## config.mk

```make
export PLATFORM = sky130hd
export DESIGN_NAME = multicycle_controller
export DESIGN_NICKNAME = d
export VERILOG_FILES = /design/src/rtl/cpu_ctrl_pkg.sv /design/src/rtl/mem_wait_counter.sv /design/src/rtl/multicycle_controller.sv
export SDC_FILE = /design/constraint.sdc
export NUM_CORES = 1
export LEC_CHECK = 0
export ABC_AREA = 1
export ABC_CLOCK_PERIOD_IN_PS = 1610
export CAP_MARGIN = 25
export CORE_UTILIZATION = 42
export CTS_CLUSTER_SIZE = 16
export DETAILED_ROUTE_END_ITERATION = 6
export GPL_TIMING_DRIVEN = 0
export PLACE_DENSITY_LB_ADDON = 0.15
export SYNTH_ARGS = -nofsm -noshare
export SYNTH_HDL_FRONTEND = slang
export SYNTH_SLANG_ARGS = --single-unit
```

## constraint.sdc

```tcl
create_clock -name clk -period 1.61 [get_ports clk]
set_clock_uncertainty 0.05 [all_clocks]
set_input_delay 0.322 -clock clk [delete_from_list [all_inputs] [get_ports clk]]
set_output_delay 0.322 -clock clk [all_outputs]
set_load 0.1 [all_outputs]
```

## src/rtl/cpu_ctrl_pkg.sv

```systemverilog
// Shared definitions for the multicycle CPU controller: state encoding,
// instruction classes and the result/ALU-B mux select constants.
package cpu_ctrl_pkg;

  typedef enum logic [3:0] {
    FETCH, DECODE, MEMADR, MEMREAD, MEMWB,
    MEMWRITE, EXECR, EXECI, ALUWB, BRANCH
  } stateT;

  localparam logic [1:0] OP_DP  = 2'd0;
  localparam logic [1:0] OP_MEM = 2'd1;
  localparam logic [1:0] OP_BR  = 2'd2;
  localparam logic [1:0] OP_ILL = 2'd3;

  localparam logic [1:0] RES_ALUOUT    = 2'b00;
  localparam logic [1:0] RES_DATA      = 2'b01;
  localparam logic [1:0] RES_ALURESULT = 2'b10;

  localparam logic [1:0] SRCB_REG  = 2'b00;
  localparam logic [1:0] SRCB_IMM  = 2'b01;
  localparam logic [1:0] SRCB_FOUR = 2'b10;

endpackage

```

## src/rtl/mem_wait_counter.sv

```systemverilog
// Saturating wait counter: cleared on state entry, counts up to loadValue
// and then holds, raising done while it sits at loadValue.
module mem_wait_counter #(
  parameter int CNT_W = 3
) (
  input  logic             clk,
  input  logic             clear,
  input  logic [CNT_W-1:0] loadValue,
  output logic             done
);

  logic [CNT_W-1:0] cnt;

  assign done = (cnt == loadValue);

  always_ff @(posedge clk) begin
    if (clear)      cnt <= '0;
    else if (!done) cnt <= cnt + 1'b1;
  end

endmodule

```

## src/rtl/multicycle_controller.sv

```systemverilog
// Multicycle CPU main controller: Moore FSM sequencing fetch/decode/execute
// with MEM_LAT extra wait cycles on every memory access.
module multicycle_controller
  import cpu_ctrl_pkg::*;
#(
  parameter int MEM_LAT = 0,
  parameter int CNT_W   = 3
) (
  input  logic       clk,
  input  logic       reset,
  input  logic [1:0] Op,
  input  logic       I,
  input  logic       L,
  output logic       PCWrite,
  output logic       AdrSrc,
  output logic       IRWrite,
  output logic       MemWR,
  output logic       RegWR,
  output logic [1:0] ResultSrc,
  output logic       ALUSrcA,
  output logic [1:0] ALUSrcB,
  output logic       ALUOp,
  output logic       Branch,
  output logic [1:0] InmSrc,
  output logic [1:0] RegSrc,
  output logic       Illegal
);

  stateT state, nextState;
  logic  waitDone, illegalQ;

  // Clearing on any state change restarts the wait count on every entry.
  mem_wait_counter #(.CNT_W(CNT_W)) waitCnt (
    .clk      (clk),
    .clear    (reset || (nextState != state)),
    .loadValue(CNT_W'(MEM_LAT)),
    .done     (waitDone)
  );

  always_ff @(posedge clk) begin
    if (reset) begin
      state    <= FETCH;
      illegalQ <= 1'b0;
    end else begin
      state    <= nextState;
      illegalQ <= (state == DECODE) && (Op == OP_ILL);
    end
  end

  always_comb begin
    nextState = state;
    case (state)
      FETCH:    if (waitDone) nextState = DECODE;
      DECODE: begin
        case (Op)
          OP_DP:   nextState = I ? EXECI : EXECR;
          OP_MEM:  nextState = MEMADR;
          OP_BR:   nextState = BRANCH;
          default: nextState = FETCH;
        endcase
      end
      MEMADR:   nextState = L ? MEMREAD : MEMWRITE;
      MEMREAD:  if (waitDone) nextState = MEMWB;
      MEMWRITE: if (waitDone) nextState = FETCH;
      EXECR,
      EXECI:    nextState = ALUWB;
      default:  nextState = FETCH;
    endcase
  end

  // Write strobes are masked while reset is held so nothing commits.
  always_comb begin
    PCWrite   = 1'b0;
    AdrSrc    = 1'b0;
    IRWrite   = 1'b0;
    MemWR     = 1'b0;
    RegWR     = 1'b0;
    ResultSrc = RES_ALUOUT;
    ALUSrcA   = 1'b0;
    ALUSrcB   = SRCB_REG;
    ALUOp     = 1'b0;
    Branch    = 1'b0;
    case (state)
      FETCH: begin
        ALUSrcA   = 1'b1;
        ALUSrcB   = SRCB_FOUR;
        ResultSrc = RES_ALURESULT;
        IRWrite   = waitDone && !reset;
        PCWrite   = waitDone && !reset;
      end
      DECODE: begin
        ALUSrcA   = 1'b1;
        ALUSrcB   = SRCB_FOUR;
        ResultSrc = RES_ALURESULT;
      end
      MEMADR:   ALUSrcB = SRCB_IMM;
      EXECI: begin
        ALUSrcB = SRCB_IMM;
        ALUOp   = 1'b1;
      end
      EXECR:    ALUOp = 1'b1;
      MEMREAD:  AdrSrc = 1'b1;
      MEMWRITE: begin
        AdrSrc = 1'b1;
        MemWR  = !reset;
      end
      MEMWB: begin
        ResultSrc = RES_DATA;
        RegWR     = !reset;
      end
      ALUWB:    RegWR = !reset;
      BRANCH: begin
        ALUSrcB   = SRCB_IMM;
        ResultSrc = RES_ALURESULT;
        Branch    = 1'b1;
      end
      default: ;
    endcase
  end

  assign Illegal   = illegalQ;
  assign InmSrc    = Op;
  assign RegSrc[0] = (Op == OP_BR);
  assign RegSrc[1] = (Op == OP_MEM) && !L;

endmodule

```

==> results of run 1 <==
cells by family after synthesis:
| group | count (synthesis) | share of synthesized area (%) |
|---|---|---|
| buf+inv | 22 | 16.0 |
| xor+xnor | 1 | 1.44 |
| compound gates | 9 | 9.04 |
| flops | 8 | 26.3 |
| simple gates | 58 | 43.1 |
| fa+ha+maj | 2 | 4.11 |
per-stage QoR:
| step | worst slack [ns] | hold slack, ns |
|---|---|---|
| after global placement | -1.19 | 0.488 |
| after floorplan | -0.793 | 0.336 |
| after detailed placement | -1.20 | 0.514 |
| after CTS | -0.153 | 0.439 |
repair_timing:
action / in CTS
pin swaps: 7
hold endpoints to repair: 0
resized for setup: 147
setup endpoints to repair: 17
setup buffers: 7
==> flow_summary.json, run 1 <==
{
  "synth_cell_type_count": 21,
  "place_area_sq_um": 967,
  "worst_endpoint_kind": "output port",
  "crit_endpoint": "PCWrite",
  "synth_edf_count": 0,
  "first-error": "[ERROR DPL-0033] detailed placement checks failed during check placement.",
  "avgSynthCellArea_sq_um": 6.09,
  "die_w_um": 40.1,
  "clock_path_buffers": 2,
  "post-place-cells": 137,
  "haltStage": "global routing",
  "grt_max_degree": 9,
  "yosysTopAreaCell": "dfxtp_1",
  "outcome": "stopped before the end",
  "dp_hpwl_mm": 1.26,
  "clock-root-buffer": "clkbuf_4",
  "cts-htree-levels": 1,
  "cts_hold_buf": 0,
  "synth_commonest_cells": "18 x nand2_1, 17 x nor2_1, 13 x inv_1, 9 x nand3_1, 8 x dfxtp_1",
  "initial_utilization_pct": 46.2,
  "syn_nets": 108,
  "async_reset_ff_share_pct": 0,
  "ys_seq_area_share_pct": 26.3,
  "grt_antenna_before_repair": 0,
  "synthCells": 100,
  "netlist_top_cells_area": "dfxtp_1 26%, nand2_1 11%, nor2_1 10%",
  "place_congestion": 0.881,
  "ys_warn_count": 0,
  "synth_flop_cell": "dfxtp_1",
  "cts_sinks": 8,
  "synth_top_area_share_pct": 26.3,
  "ys_seq_elements": 8,
  "synth_area_sq_um": 609,
  "yosysMostFrequentCell": "nand2_1",
  "ioPinCount": 23,
  "die_height_um": 40.1,
  "io_buffers": 22,
  "fp-row-count": 13,
  "cts_buffers": 3
}
==> run 2: changes to the inputs <==
--- a/config.mk
+++ b/config.mk
@@ -8,9 +8,9 @@
 export ABC_AREA = 1
 export ABC_CLOCK_PERIOD_IN_PS = 1610
 export CAP_MARGIN = 25
-export CORE_UTILIZATION = 42
-export CTS_CLUSTER_SIZE = 16
+export CORE_AREA = 2 2 63 65
 export DETAILED_ROUTE_END_ITERATION = 6
+export DIE_AREA = 0 0 65 67
 export GPL_TIMING_DRIVEN = 0
 export PLACE_DENSITY_LB_ADDON = 0.15
 export SYNTH_ARGS = -nofsm -noshare
==> run 2 against run 1 <==
The flow now finishes, with violations (negative setup slack). Synthesized area unchanged. Synthesized cell count unchanged.
==> flow_summary.json, run 2 <==
{
  "outcome": "finished with violations",
  "violations": "negative setup slack",
  "wire_per_inst_um": 10.5,
  "reg2reg_from": "waitCnt.cnt[1]$_SDFFE_PP0N_",
  "end_kind": "output pin",
  "post-route-period-util_pct": 107,
  "hp-class": "input port to flop",
  "finalSetupViolCount": 3,
  "avgSynthCellArea_sq_um": 6.09,
  "initialDrtViolationCount": 9,
  "die_height_um": 67,
  "syn_nets": 108,
  "track_usage_pct": 10.1,
  "critical_path.top_delay_family": "buffers and inverters",
  "finalMaxSlewViolations": 0,
  "sw_frac_of_total_pct": 47.5,
  "crit_arrival_ns": 1.35,
  "fp-row-count": 22,
  "worst-path-max-fanout": 3,
  "clock-root-buffer": "clkbuf_8",
  "power_mw": 1.11,
  "synth_top_family_by_area": "simple AND/OR/NAND/NOR gates",
  "io_buffers": 22,
  "synth-compound-area-share_pct": 9.03,
  "slowest_stage": "dfxtp_2",
  "setup_slack_ns": -0.114,
  "die-area_sq_um": 4360,
  "p_switching_uw": 529,
  "synth_edf_count": 0,
  "worst_pin_slew_ns": 0.546,
  "final_common_cell": "buf_4",
  "die_w_um": 65,
  "clock.fmax_mhz": 580,
  "synthCells": 100,
  "leakage_nw": 0.575,
  "clk_latency_ns": 0.23,
  "ys_warn_count": 0,
  "dr.pass1.iters": 4,
  "synthAdderAreaFrac_pct": 4.11,
  "cts_hold_buf": 0,
  "drive_above_1_share_pct": 60.6,
  "vias_per_cell": 4.03,
  "num-fill-cells": 396,
  "clkPwrFrac_pct": 21.9,
  "ys_seq_elements": 8,
  "synth_commonest_cells": "18 x nand2_1, 17 x nor2_1, 13 x inv_1, 9 x nand3_1, 8 x dfxtp_1",
  "ys_seq_area_share_pct": 26.3,
  "overflow": 0,
  "ant_nets": 0,
  "netlist_top_cells_area": "dfxtp_1 26%, nand2_1 11%, nor2_1 10%",
  "drc": 0,
  "startpoint": "waitCnt.cnt[0]$_SDFFE_PP0N_",
  "grt_pass1_wl_mm": 3.42,
  "most-common-layout-cells": "16 x buf_4, 13 x nand2_1, 10 x buf_12, 9 x nor2_4, 9 x nor2_1",
  "diodes": 0,
  "max_cap_viol_count": 0,
  "clock_path_buffers": 2,
  "dp_slack_ns": -1.22,
  "place_congestion": 0.795,
  "regMostFlops": "state",
  "synth_top_area_share_pct": 26.3,
  "yosysTopAreaCell": "dfxtp_1",
  "grt_antenna_before_repair": 0,
  "post-place-cells": 170,
  "dp_hpwl_mm": 1.42,
  "routed_wirelength_mm": 1.95,
  "area_growth_syn_to_layout_pct": 115,
  "grt_max_degree": 9,
  "clk_pin_slew_ns": 0.04,
  "grt_pass1_vias": 747,
  "critPathMaxStageDelay_ns": 0.31,
  "ioPinCount": 23,
  "initial_utilization_pct": 16.9,
  "nets": 147,
  "path_class": "flop to output pin",
  "layout.cells.non_filler": 185,
  "synth_mux_area_share_pct": 0,
  "synth_flop_cell": "dfxtp_1",
  "hold_violations": 0,
  "yosysMostFrequentCell": "nand2_1",
  "p_seq_share_pct": 21.8,
  "worstHoldStart": "reset",
  "required_ns": 1.24,
  "yosys.area_share.simple_pct": 43.1,
  "core_area_sq_um": 3610,
  "cts_buffers": 3,
  "ir_drop_mv": 0.418,
  "cp_num_buf_inv": 4,
  "num_vias": 746,
  "synth_cell_type_count": 21,
  "combPwrFrac_pct": 56.3,
  "synth_area_sq_um": 609,
  "period_minus_slack_ns": 1.72,
  "crit_chain": "inv_2 > ha_4 > nand2_4 > inv_4 > nand3_4 > nor2_4 > buf_12 > buf_12",
  "largest_reg_flops": 4,
  "cp_common_cell": "buf_12",
  "cts-htree-levels": 1,
  "cts_sinks": 8,
  "critPathLaunchType": "flop",
  "power_density_nw_per_um2": 848,
  "post-route-util_pct": 36.4,
  "cts_tree": "yes",
  "rsz0062_at_grt": "true",
  "relSlewSlack_pct": 63.8,
  "async_reset_ff_share_pct": 0,
  "synth_xor_area_share_pct": 1.44,
  "p_int_uw": 585
}
## run 2: cell counts after synthesis
No cell type changed its count.
## run 2: per-stage QoR
stage / TNS, ns / hold slack, ns / instance area (sq um)
2_1_floorplan: -2.88 / 0.336 / 728
3_3_place_gp: -14.53 / 0.500 / 1010
3_5_place_dp: -14.35 / 0.494 / 1010
4_1_cts: -0.421 / 0.502 / 1230
5_1_grt: -0.627 / 0.395 / 1310
6_report: -0.285 / 0.371 / 1310
## run 2: final cells by class
| cell class | count | area, sq um | share of cell area (%) |
|---|---|---|---|
| multi-input cells | 70 | 517 | 39.4 |
| repair buffers | 35 | 407 | 31.0 |
| flip-flops and latches | 8 | 175 | 13.3 |
| inverters | 18 | 77.6 | 5.91 |
| well taps | 48 | 60.1 | 4.58 |
| clock buffers | 3 | 41.3 | 3.15 |
| plain buffers | 3 | 35.0 | 2.67 |
## run 2: cells by family (layout without fill, tap and decap cells)
group	after synthesis	after routing
simple gates	58	58
buf+inv	22	59
compound gates	9	9
flops	8	8
fa+ha+maj	2	2
xor+xnor	1	1
## run 2: per-layer routing
layer  vias up  track usage, %  routed length (um)
li1        389               -                   -
met1       336            13.8                 927
met2        17            15.1                 910
met3         4            2.20                  71
met4         0            4.79                  40
met5         -               0                   0
## run 2: power groups by stage
stage | clock network [mW] | registers (mW) | logic, mW
4_1_cts | 0.254 | 0.234 | 0.596
6_report | 0.244 | 0.242 | 0.627
5_1_grt | 0.264 | 0.245 | 0.663
2_1_floorplan | 0 | 0.234 | 0.416
3_3_place_gp | 0 | 0.231 | 0.532
3_5_place_dp | 0 | 0.231 | 0.530
## run 2: worst paths after layout
path / endpoint / slack [ns] / cells after the start
worst min-delay path: state[3]$_SDFF_PP0_ / 0.37 / 2
worst max register to register: waitCnt.cnt[1]$_SDFFE_PP0N_ / 0.16 / 10
worst min register to register: waitCnt.cnt[2]$_SDFFE_PP0N_ / 0.50 / 3
worst max-delay path: PCWrite / -0.11 / 8
## run 2: timing repair
| action | 4_1_cts | 5_1_grt |
|---|---|---|
| gates cloned | 0 | 0 |
| setup endpoints to repair | 17 | 16 |
| gates resized for setup | 139 | 20 |
| pin swaps | 5 | 7 |
| hold endpoints to repair | 0 | 0 |
| buffers inserted | 9 | 4 |
(Power assumes the default switching activity.)
==> run 3: changes to the inputs <==
--- a/config.mk
+++ b/config.mk
@@ -6,7 +6,7 @@
 export NUM_CORES = 1
 export LEC_CHECK = 0
 export ABC_AREA = 1
-export ABC_CLOCK_PERIOD_IN_PS = 1610
+export ABC_CLOCK_PERIOD_IN_PS = 2100
 export CAP_MARGIN = 25
 export CORE_AREA = 2 2 63 65
 export DETAILED_ROUTE_END_ITERATION = 6
==> constraint.sdc (replaced) <==
create_clock -name clk -period 2.1 [get_ports clk]
set_clock_uncertainty 0.05 [all_clocks]
set_input_delay 0.42 -clock clk [delete_from_list [all_inputs] [get_ports clk]]
set_output_delay 0.42 -clock clk [all_outputs]
set_load 0.1 [all_outputs]
==> run 3 against run 2 <==
The run now ends clean. Wire length is 16% lower. Clock power is 22% lower. Die area stayed put. Worst setup slack better by 0.21 ns. Flip-flop and latch count stayed put. Highest routed layer is now met3.
==> flow_summary.json, run 3 (same netlist as run 2, synthesis figures left out) <==
{
  "outcome": "complete, no violations",
  "stdcell_area_sq_um": 1010,
  "r2r_cells": 10,
  "r2r_slack_ns": 0.68,
  "power_density_nw_per_um2": 759,
  "most-common-layout-cells": "18 x nand2_1, 13 x nor2_1, 9 x inv_1, 8 x inv_2, 8 x nand3_1",
  "die-area_sq_um": 4360,
  "worst_pin_slew_ns": 0.950,
  "cp_num_buf_inv": 3,
  "place_congestion": 0.840,
  "relSlewSlack_pct": 36.9,
  "crit_arrival_ns": 1.53,
  "cts_buffers": 3,
  "critical_path.top_delay_family": "buffers and inverters",
  "num_vias": 685,
  "finalSetupViolCount": 0,
  "grt_pass1_vias": 640,
  "io_buffers": 22,
  "period_minus_slack_ns": 2.00,
  "cts-htree-levels": 1,
  "num-fill-cells": 396,
  "cts_tree": "yes",
  "vias_per_cell": 3.94,
  "hp-class": "flop to flop",
  "die_w_um": 65,
  "post-route-period-util_pct": 95.4,
  "clk_latency_ns": 0.23,
  "regMostFlops": "state",
  "core_area_sq_um": 3610,
  "fin_tns_setup_ns": 0,
  "required_ns": 1.63,
  "dp_slack_ns": -0.898,
  "rsz0062_at_grt": "true",
  "clk_pin_slew_ns": 0.05,
  "dr.pass1.iters": 4,
  "dp_hpwl_mm": 1.39,
  "wire_per_inst_um": 9.38,
  "clock_path_buffers": 2,
  "power_uw": 770,
  "drive_above_1_share_pct": 42.9,
  "grt_max_degree": 11,
  "worst-path-max-fanout": 4,
  "ir_drop_mv": 0.377,
  "nets": 136,
  "largest_reg_flops": 4,
  "path_class": "flop to output pin",
  "track_usage_pct": 8.48,
  "place_area_sq_um": 951,
  "clock.fmax_mhz": 499,
  "ant_nets": 0,
  "post-route-util_pct": 28.1,
  "routed_wirelength_mm": 1.63,
  "cts_sinks": 8,
  "ioPinCount": 23,
  "initial_utilization_pct": 16.9,
  "crit_cells": 5,
  "final_common_cell": "nand2_1",
  "cp_common_cell": "inv_2",
  "drc": 0,
  "grt_pass1_wl_mm": 2.79,
  "crit_chain": "inv_2 > nor2_4 > inv_2 > nor3_4 > clkdlybuf4s18_2",
  "max_cap_viol_count": 0,
  "hold_violations": 0,
  "clock-root-buffer": "clkbuf_8",
  "critPathLaunchType": "flop",
  "overflow": 0,
  "initialDrtViolationCount": 12,
  "slowest_stage": "clkdlybuf4s18_2",
  "die_height_um": 67,
  "leakage_nw": 0.457,
  "end_kind": "output pin",
  "grt_antenna_before_repair": 0,
  "critPathMaxStageDelay_ns": 0.55,
  "fp-row-count": 22,
  "setup_slack_ns": 0.0964,
  "area_growth_syn_to_layout_pct": 66.5,
  "whs_path_depth": 3,
  "finalMaxSlewViolations": 0,
  "diodes": 0
}
## run 3: repair_timing
item                                   in CTS  in global routing
setup buffers                               0                  1
gates resized for setup                    75                 15
hold buffers                                0                  0
endpoints found under the hold margin       0                  0
setup endpoints to repair                  17                  8
pin swaps                                   1                  3
## run 3: worst paths after layout
kind                                      end                        start
setup reg to reg  waitCnt.cnt[0]$_SDFFE_PP0N_          state[1]$_SDFF_PP0_
hold reg to reg   waitCnt.cnt[2]$_SDFFE_PP0N_  waitCnt.cnt[2]$_SDFFE_PP0N_
setup / recovery                 ResultSrc[0]          state[2]$_SDFF_PP0_
hold / removal    waitCnt.cnt[2]$_SDFFE_PP0N_  waitCnt.cnt[2]$_SDFFE_PP0N_
## run 3: worst reg2reg max path: cells and delay by family, from the launching register on
| family | cells | cell delay [ns] |
|---|---|---|
| simple gates | 8 | 0.78 |
| flops | 1 | 0.29 |
| buf+inv | 2 | 0.23 |
## run 3: area by class of cell
| cell class | count | area (sq um) | area share [%] |
|---|---|---|---|
| plain buffers | 4 | 42.5 | 4.19 |
| clock buffers | 3 | 41.3 | 4.07 |
| inverters | 18 | 70.1 | 6.91 |
| multi-input cells | 70 | 422 | 41.6 |
| flip-flops and latches | 8 | 164 | 16.2 |
| well taps | 48 | 60.1 | 5.92 |
| repair buffers | 23 | 215 | 21.2 |
## run 3: per-layer routing
metal | track usage [%] | share of wire (%)
met3 | 3.55 | 5.6
met1 | 10.9 | 50
met2 | 12.8 | 44
met4 | 2.66 | 0
met5 | 0 | 0
## run 3: where the power goes
group          total (mW)  switching [mW]  internal (mW)
logic               0.404           0.294          0.110
registers           0.175          0.0132          0.162
clock network       0.190          0.0658          0.125
## run 3: per-stage QoR
stage | hold WS, ns | cells
floorplan | 0.434 | 100
global placement | 0.482 | 170
detailed placement | 0.503 | 170
CTS | 0.514 | 173
global route | 0.539 | 174
finish | 0.513 | 174
